--- config.mk ---
export PLATFORM = sky130hd
export DESIGN_NAME = cpu_run_ctrl
export DESIGN_NICKNAME = d
export VERILOG_FILES = /design/src/rtl/cpu_run_ctrl.sv
export SDC_FILE = /design/constraint.sdc
export NUM_CORES = 1
export LEC_CHECK = 0
export ABC_CLOCK_PERIOD_IN_PS = 4000
export BUFFER_PORTS_ARGS = -buffer_cell sky130_fd_sc_hd__buf_4
export CAP_MARGIN = 0
export CORE_MARGIN = 2
export CORE_UTILIZATION = 28
export CTS_CLUSTER_SIZE = 28
export DETAILED_ROUTE_END_ITERATION = 10
export GPL_TIMING_DRIVEN = 1
export PLACE_DENSITY = 0.49
export SYNTH_ARGS = -nofsm -noshare
export SYNTH_HDL_FRONTEND = slang
export SYNTH_SLANG_ARGS = --single-unit
--- constraint.sdc ---
create_clock -name clk -period 4 [get_ports clk]
set_input_delay 0.8 -clock clk [delete_from_list [all_inputs] [get_ports clk]]
set_output_delay 0.8 -clock clk [all_outputs]
set_load 0.1 [all_outputs]
--- src/rtl/cpu_run_ctrl.sv ---
// cpu_run_ctrl: run controller for the single-cycle RV32 core.
//
// Sequence:
//   1. Holds the core in reset for RST_CYCLES cycles after `start`.
//   2. Releases the core, starting it from pc_init.
//   3. Counts RUN cycles.
//   4. Ends the run on any of: a halt instruction, a PC that stays the
//      same for STALL_LIMIT cycles, or the MAX_CYCLES budget running out.
//   5. At termination, captures a0 and reports how the run ended.
//
// Ports:
//   clk, rst          clock, synchronous active-high reset
//   start             begin a run (accepted in IDLE or DONE)
//   pc, instr, a0     core observation: PC, fetched instruction, x10
//   cpu_rst           reset to the core, low only while running
//   pc_init           constant reset PC for the core
//   running, done     phase indicators
//   halted, timeout   termination cause of the last run
//   cycles            RUN cycles executed in the current/last run
//   result            a0 captured at termination
//
// state | meaning
// IDLE  | after reset, waiting for start; core held in reset
// RESET | holding core reset for RST_CYCLES cycles
// RUN   | core released, counting cycles, watching for termination
// DONE  | run finished, status and result held; core held in reset
module cpu_run_ctrl #(
  parameter int               XLEN        = 32,
  parameter logic [XLEN-1:0]  RESET_PC    = '0,
  parameter int               RST_CYCLES  = 2,
  parameter int               MAX_CYCLES  = 128,
  parameter int               STALL_LIMIT = 4,
  parameter logic [31:0]      HALT_INSN   = 32'h00000073,
  localparam int              CW          = $clog2(MAX_CYCLES + 1)
) (
  input  logic            clk,
  input  logic            rst,
  input  logic            start,
  input  logic [XLEN-1:0] pc,
  input  logic [31:0]     instr,
  input  logic [XLEN-1:0] a0,
  output logic            cpu_rst,
  output logic [XLEN-1:0] pc_init,
  output logic            running,
  output logic            done,
  output logic            halted,
  output logic            timeout,
  output logic [CW-1:0]   cycles,
  output logic [XLEN-1:0] result
);

  localparam int RCW = (RST_CYCLES > 1) ? $clog2(RST_CYCLES) : 1;
  localparam int SW  = $clog2(STALL_LIMIT);

  typedef enum logic [1:0] {IDLE, RESET, RUN, DONE} state_t;

  state_t            state_q, state_d;
  logic [RCW-1:0]    rst_cnt;
  logic [SW-1:0]     stall_cnt;
  logic [SW:0]       stall_inc;
  logic [XLEN-1:0]   prev_pc;
  logic              prev_valid;
  logic [CW-1:0]     cyc_inc;
  logic              pc_same;
  logic              halt_hit;
  logic              stall_hit;
  logic              budget_hit;
  logic              stop_hit;
  logic              cpu_rst_d, running_d, done_d;

  assign pc_init = RESET_PC;

  always_comb begin
    state_d    = state_q;
    cyc_inc    = (cycles == CW'(MAX_CYCLES)) ? cycles : cycles + 1'b1;
    stall_inc  = {1'b0, stall_cnt} + 1'b1;
    pc_same    = prev_valid && (pc == prev_pc);
    halt_hit   = (instr == HALT_INSN);
    // stall_cnt counts repeats after the first sighting of a PC, so the
    // limit is one less than the number of cycles showing that PC.
    stall_hit  = pc_same && (stall_inc == (SW+1)'(STALL_LIMIT - 1));
    budget_hit = (cyc_inc == CW'(MAX_CYCLES));
    stop_hit   = halt_hit || stall_hit || budget_hit;
    case (state_q)
      IDLE:    if (start) state_d = RESET;
      RESET:   if (rst_cnt == '0) state_d = RUN;
      RUN:     if (stop_hit) state_d = DONE;
      DONE:    if (start) state_d = RESET;
      default: state_d = IDLE;
    endcase
    cpu_rst_d = (state_d != RUN);
    running_d = (state_d == RUN);
    done_d    = (state_d == DONE);
  end

  always_ff @(posedge clk) begin
    if (rst) begin
      state_q    <= IDLE;
      rst_cnt    <= '0;
      stall_cnt  <= '0;
      prev_pc    <= '0;
      prev_valid <= 1'b0;
      cpu_rst    <= 1'b1;
      running    <= 1'b0;
      done       <= 1'b0;
      halted     <= 1'b0;
      timeout    <= 1'b0;
      cycles     <= '0;
      result     <= '0;
    end else begin
      state_q <= state_d;
      cpu_rst <= cpu_rst_d;
      running <= running_d;
      done    <= done_d;
      case (state_q)
        IDLE, DONE: begin
          if (start) begin
            rst_cnt <= RCW'(RST_CYCLES - 1);
            halted  <= 1'b0;
            timeout <= 1'b0;
          end
        end
        RESET: begin
          if (rst_cnt != '0) begin
            rst_cnt <= rst_cnt - 1'b1;
          end else begin
            cycles     <= '0;
            halted     <= 1'b0;
            timeout    <= 1'b0;
            result     <= '0;
            stall_cnt  <= '0;
            prev_valid <= 1'b0;
          end
        end
        RUN: begin
          cycles     <= cyc_inc;
          prev_pc    <= pc;
          prev_valid <= 1'b1;
          stall_cnt  <= pc_same ? stall_inc[SW-1:0] : '0;
          if (stop_hit) begin
            result  <= a0;
            // a halt wins over the budget when both land on one cycle
            halted  <= halt_hit || stall_hit;
            timeout <= !(halt_hit || stall_hit);
          end
        end
        default: ;
      endcase
    end
  end

endmodule

[After elaboration in Yosys (flattened, before gate mapping)]
Index checks and enable logic that the tools add are counted.
Storage, ports and cells
  register bits after elaboration: 83
  bits of input ports: 99
  output and inout port bits: 77
Operators by class
  add/subtract/negate cells: 3
  equality and inequality tests: 14
  mux-type cells: 23
  reductions and logical operators: 13
Operators by type and width (number)
  two-way mux 32 bit: 2
  one-hot mux 32 bit (2 select lines): 1
  == test 32 bit: 1
  == test 32 x 7 -> 1 bit (second input constant): 1
  == test 8 bit (second input constant): 2
  two-way mux 8 bit: 2
  one-hot mux 8 bit (2 select lines): 1
  two-way mux 2 bit: 5
  adder 8 x 1 -> 8 bit (second input constant): 1
  == test 2 bit (second input constant): 4
  two-way mux 1 bit: 6
  != test 2 bit (second input constant): 3
  one-hot mux 1 bit (3 select lines): 2
  one-hot mux 2 bit (3 select lines): 1
  AND reduction 3 bit: 2
  one-hot mux 1 bit (2 select lines): 2
  one-hot mux 2 bit (2 select lines): 1
  AND reduction 2 bit: 2
  nonzero test 2 bit: 2
  adder 2 x 1 -> 3 bit (second input constant): 1
  == test 3 x 2 -> 1 bit (second input constant): 1
  == test 2 x 1 -> 1 bit (second input constant): 1
  logical AND 1 bit: 2
  zero test 2 bit: 1
  5 further kinds: 6

[Depth between registers and ports, before layout]
  depth after elaboration: 8
  gate-level depth with buffers: 9

[Worst setup path after synthesis]
Ideal clock, no wire load.
  kind: register to register
  start: register cycles[0]
  end: register result[10]
  library setup time: 0.118 ns
  arrival: 2.821 ns
  setup slack: 1.061 ns
  stages on the path, launching flop included: 10
  clock period less this slack: 2.939 ns
  cells stage by stage: dfxtp_1 -> inv_1 -> ha_1 -> and3b_2 -> a211o_1 -> nand3_2 -> nand3b_2 -> a41o_4 -> buf_6 -> a22o_1
On the way
  longest elaborated chain between the ends: 6
RTL lines
  from (decl): line 48  | output logic [CW-1:0] cycles,
  from (signal assigned): line 136  | cycles <= cyc_inc;
  adder 8 x 1 -> 8 bit or == test 8 bit (tied branches): line 75  | cyc_inc = (cycles == CW'(MAX_CYCLES)) ? cycles : cycles + 1'b1;
  two-way mux 8 bit *: line 75
  == test 8 bit *: line 82  | budget_hit = (cyc_inc == CW'(MAX_CYCLES));
  logical OR 1 bit *: line 83  | stop_hit = halt_hit || stall_hit || budget_hit;
  != test 2 bit (no source line) *
  AND reduction 3 bit (no source line) *
  to (signal assigned): line 109  | result <= '0;
  to (signal assigned): line 130  | result <= '0;
  to (signal assigned): line 141  | result <= a0;
  to (decl): line 49  | output logic [XLEN-1:0] result
Mark *: on every way between the ends. The rest lies on a longest branch, timed or not.
A chain may end at the register's enable or synchronous reset.

[Final worst setup path]
  start: input port pc[11]
  end: register result[24]
On the way
  longest elaborated chain between the ends: 7
RTL lines
  from (decl): line 39  | input logic [XLEN-1:0] pc,
  == test 32 bit: line 77  | pc_same = prev_valid && (pc == prev_pc);
  logical AND 1 bit: line 77
  logical AND 1 bit: line 81  | stall_hit = pc_same && (stall_inc == (SW+1)'(STALL_LIMIT - 1));
  logical OR 1 bit (2 in series): line 83
  != test 2 bit (no source line)
  AND reduction 3 bit (no source line)
No other way between the ends.

==> out/results.ini <==
[yosys]
synth.avg_cell_area_sq_um=9.60
async_reset_ff_share_pct=0
synth_common_cells=dfxtp_1 (83), nor2_1 (53), a22o_1 (32), buf_4 (32), mux2i_1 (32)
ys_ff_latch=83
yosysWarnings=0
yosysTopAreaCellShare_pct=41.8
synth_area_leaders=dfxtp_1 (42%), mux2i_1 (8.1%), a22o_1 (7.1%)
synth.largest_area_cell=dfxtp_1
ys_seq_area_share_pct=41.8
synth_cell_types=55
synth_edf_count=0
syn_area_sq_um=3980
syn_inst=414
post-synth-top-count-cell=dfxtp_1
ys.flop_type=dfxtp_1

[clocking]
ctsHtreeMaxLevel=3
clk_pin_slew_ns=0.06
clock-sinks=83
cts_setup_buffers=0
root_buffer=clkbuf_16
clockBufferDepth=2
cts_buffers=9
cts_resized=0
clkLatencyLatePin_ns=0.33
cts_tree=yes
postCtsHoldBufs=0

[timing]
hold_violations=0
fin_tns_setup_ns=0
whs_ns=0.469
max_slew_margin_pct=56.7
fin_crit_sh_pct=62.7
final-setup-viol-count=0
skew_ns=0.00777
rsz0062_at_grt=no
maxSlewViolCount=0
min_period_ns=2.51
fmax_mhz=399
worst_slew_pin_slew_ns=0.645
worst_slack_ns=1.49

[setup_path]
cpMaxStageDelayCell=nor4_2
path_delay_family=compound AO/OA/AOI/OAI gates
critPathKind=in -> reg
critPathCaptureType=flop
start_kind=primary input
crit_path_frequent_cell=buf_4
worst-path-buf-inv=2
crit_fanout=32
crit_required_ns=4.27
worstPathArrival_ns=2.78
critPathMaxStageDelay_ns=0.42
cp_cell_sequence=buf_4 -> xnor2_1 -> nand4_1 -> nor4_2 -> a41oi_2 -> a211oi_4 -> buf_4 -> a22o_1

[finish]
finalNonFillerCells=733
drive_above_1_share_pct=30.9
synthToLayoutAreaGrowth_pct=34.6
fillers=1384
diodes=0
nNetsFinal=652

[power]
total_power_w=0.00299
p_leak_nw=2.24
max-vdd-ir-drop_mv=0.228
power.density_nw_per_um2=559

[drt]
drc=0
drt_pre_antenna_iters=4
vias_per_cell=4.50
final_antenna_net_count=0
routed_wirelength_um=9840
wl_per_cell_um=13.4
drt_iter0_markers=136
routed-via-count=3300

[grt]
use_met1_pct=16.2
grt_use_met2_pct=20.7
grt_pass1_wl_um=15300
grt.overflow.total=0
grt_max_degree=51
grt_use_met3_pct=3.51
grt_pass1_vias=3137
track_usage_pct=12.8
top_usage_layer=met2
grt_antenna_before_repair=0

[placement]
port_buffers=143
dp.cells=717
dp_hpwl_um=7320
gp_congestion=0.724
pre_cts_ws_ns=1.10

[floorplan]
die_w_um=123
row_count=43
initial_utilization_pct=28.6
io_pins=176
core_area_sq_um=13900
dieArea_sq_um=15200
chipHeight_um=123

[min_path]
hp-class=reg -> reg

[job]
cap_violations=0

[status]
outcome=finished clean

-- layer usage --
metal | vias to the layer above | part of all wire, %
met2 | 83 | 49
met4 | 0 | 1.1
met5 | - | 0
li1 | 1672 | -
met1 | 1534 | 45
met3 | 11 | 5.5
-- sequential cells by signal, indices dropped and copies added (netlist names) --
signal and cells:
rst_cnt 1, halted 1, prev_pc 32, stall_cnt 2, cpu_rst 1, cycles 8
done 1, state_q 2, result 32, timeout 1, running 1, prev_valid 1
-- layout by cell type, fill, tap and decap left out, types with 2 or more instances in the layout --
master,n
buf_4,145
dfxtp_1,83
nor2_1,53
mux2i_1,32
a22o_1,32
conb_1,32
xnor2_1,29
nand2_1,17
nand4_1,11
inv_1,9
a21oi_1,9
clkbuf_16,9
o21ai_0,8
nand3_1,7
nor4_1,7
nor3_1,6
nand2b_1,4
xor2_1,4
ha_1,4
clkbuf_8,4
a22oi_1,3
or3_1,3
and2_0,2
a32oi_1,2
and3_1,2
a31oi_1,2
nor4_2,2
and2_1,2
nor3b_1,2
-- tightest hold or removal path, cell delays in order, from the launching register on --
cell and delay [ns]:
dfxtp_1 0.32, nand2_1 0.06, a21oi_1 0.05
-- layout make-up --
class | count | area, sq um | area share (%)
Clock inverter | 3 | 43.8 | 0.819
Tap cell | 180 | 225 | 4.21
Multi-Input combinational cell | 300 | 2020 | 37.7
Sequential cell | 83 | 1660 | 31.1
Clock buffer | 13 | 280 | 5.24
Timing Repair Buffer | 145 | 1090 | 20.3
Inverter | 9 | 33.8 | 0.631
-- power breakdown --
group	switching (W)	internal (W)
combinational	0.000705	0.000390
clock	0.000320	0.000552
sequential	0.0000820	0.000943
-- metrics by stage --
step | util [%] | cell area [sq um]
5_1_grt | 38.5 | 5350
6_report | 38.5 | 5350
4_1_cts | 38.5 | 5350
2_1_floorplan | - | 4090
3_3_place_gp | 36.2 | 5030
3_5_place_dp | 36.2 | 5030
-- kinds of logic after synthesis --
kind of cell / synth area share (%)
buffers and inverters: 10.5
AOI/OAI and AO/OA: 14.3
other: 0.0943
xor gates and xnor gates: 7.27
DFF: 41.8
and+or+nand+nor: 16.2
adders and majority gates: 1.57
muxes: 8.34
-- final timing paths --
check | depth (start not counted) | slack, ns | end | from
setup / recovery | 8 | 1.49 | result[24] | pc[11]
hold / removal | 2 | 0.47 | stall_cnt[0] | stall_cnt[0]
setup reg to reg | 7 | 1.54 | result[24] | cycles[0]
hold reg to reg | 2 | 0.47 | stall_cnt[0] | stall_cnt[0]
Note: power is estimated with default switching activity, not from simulation.
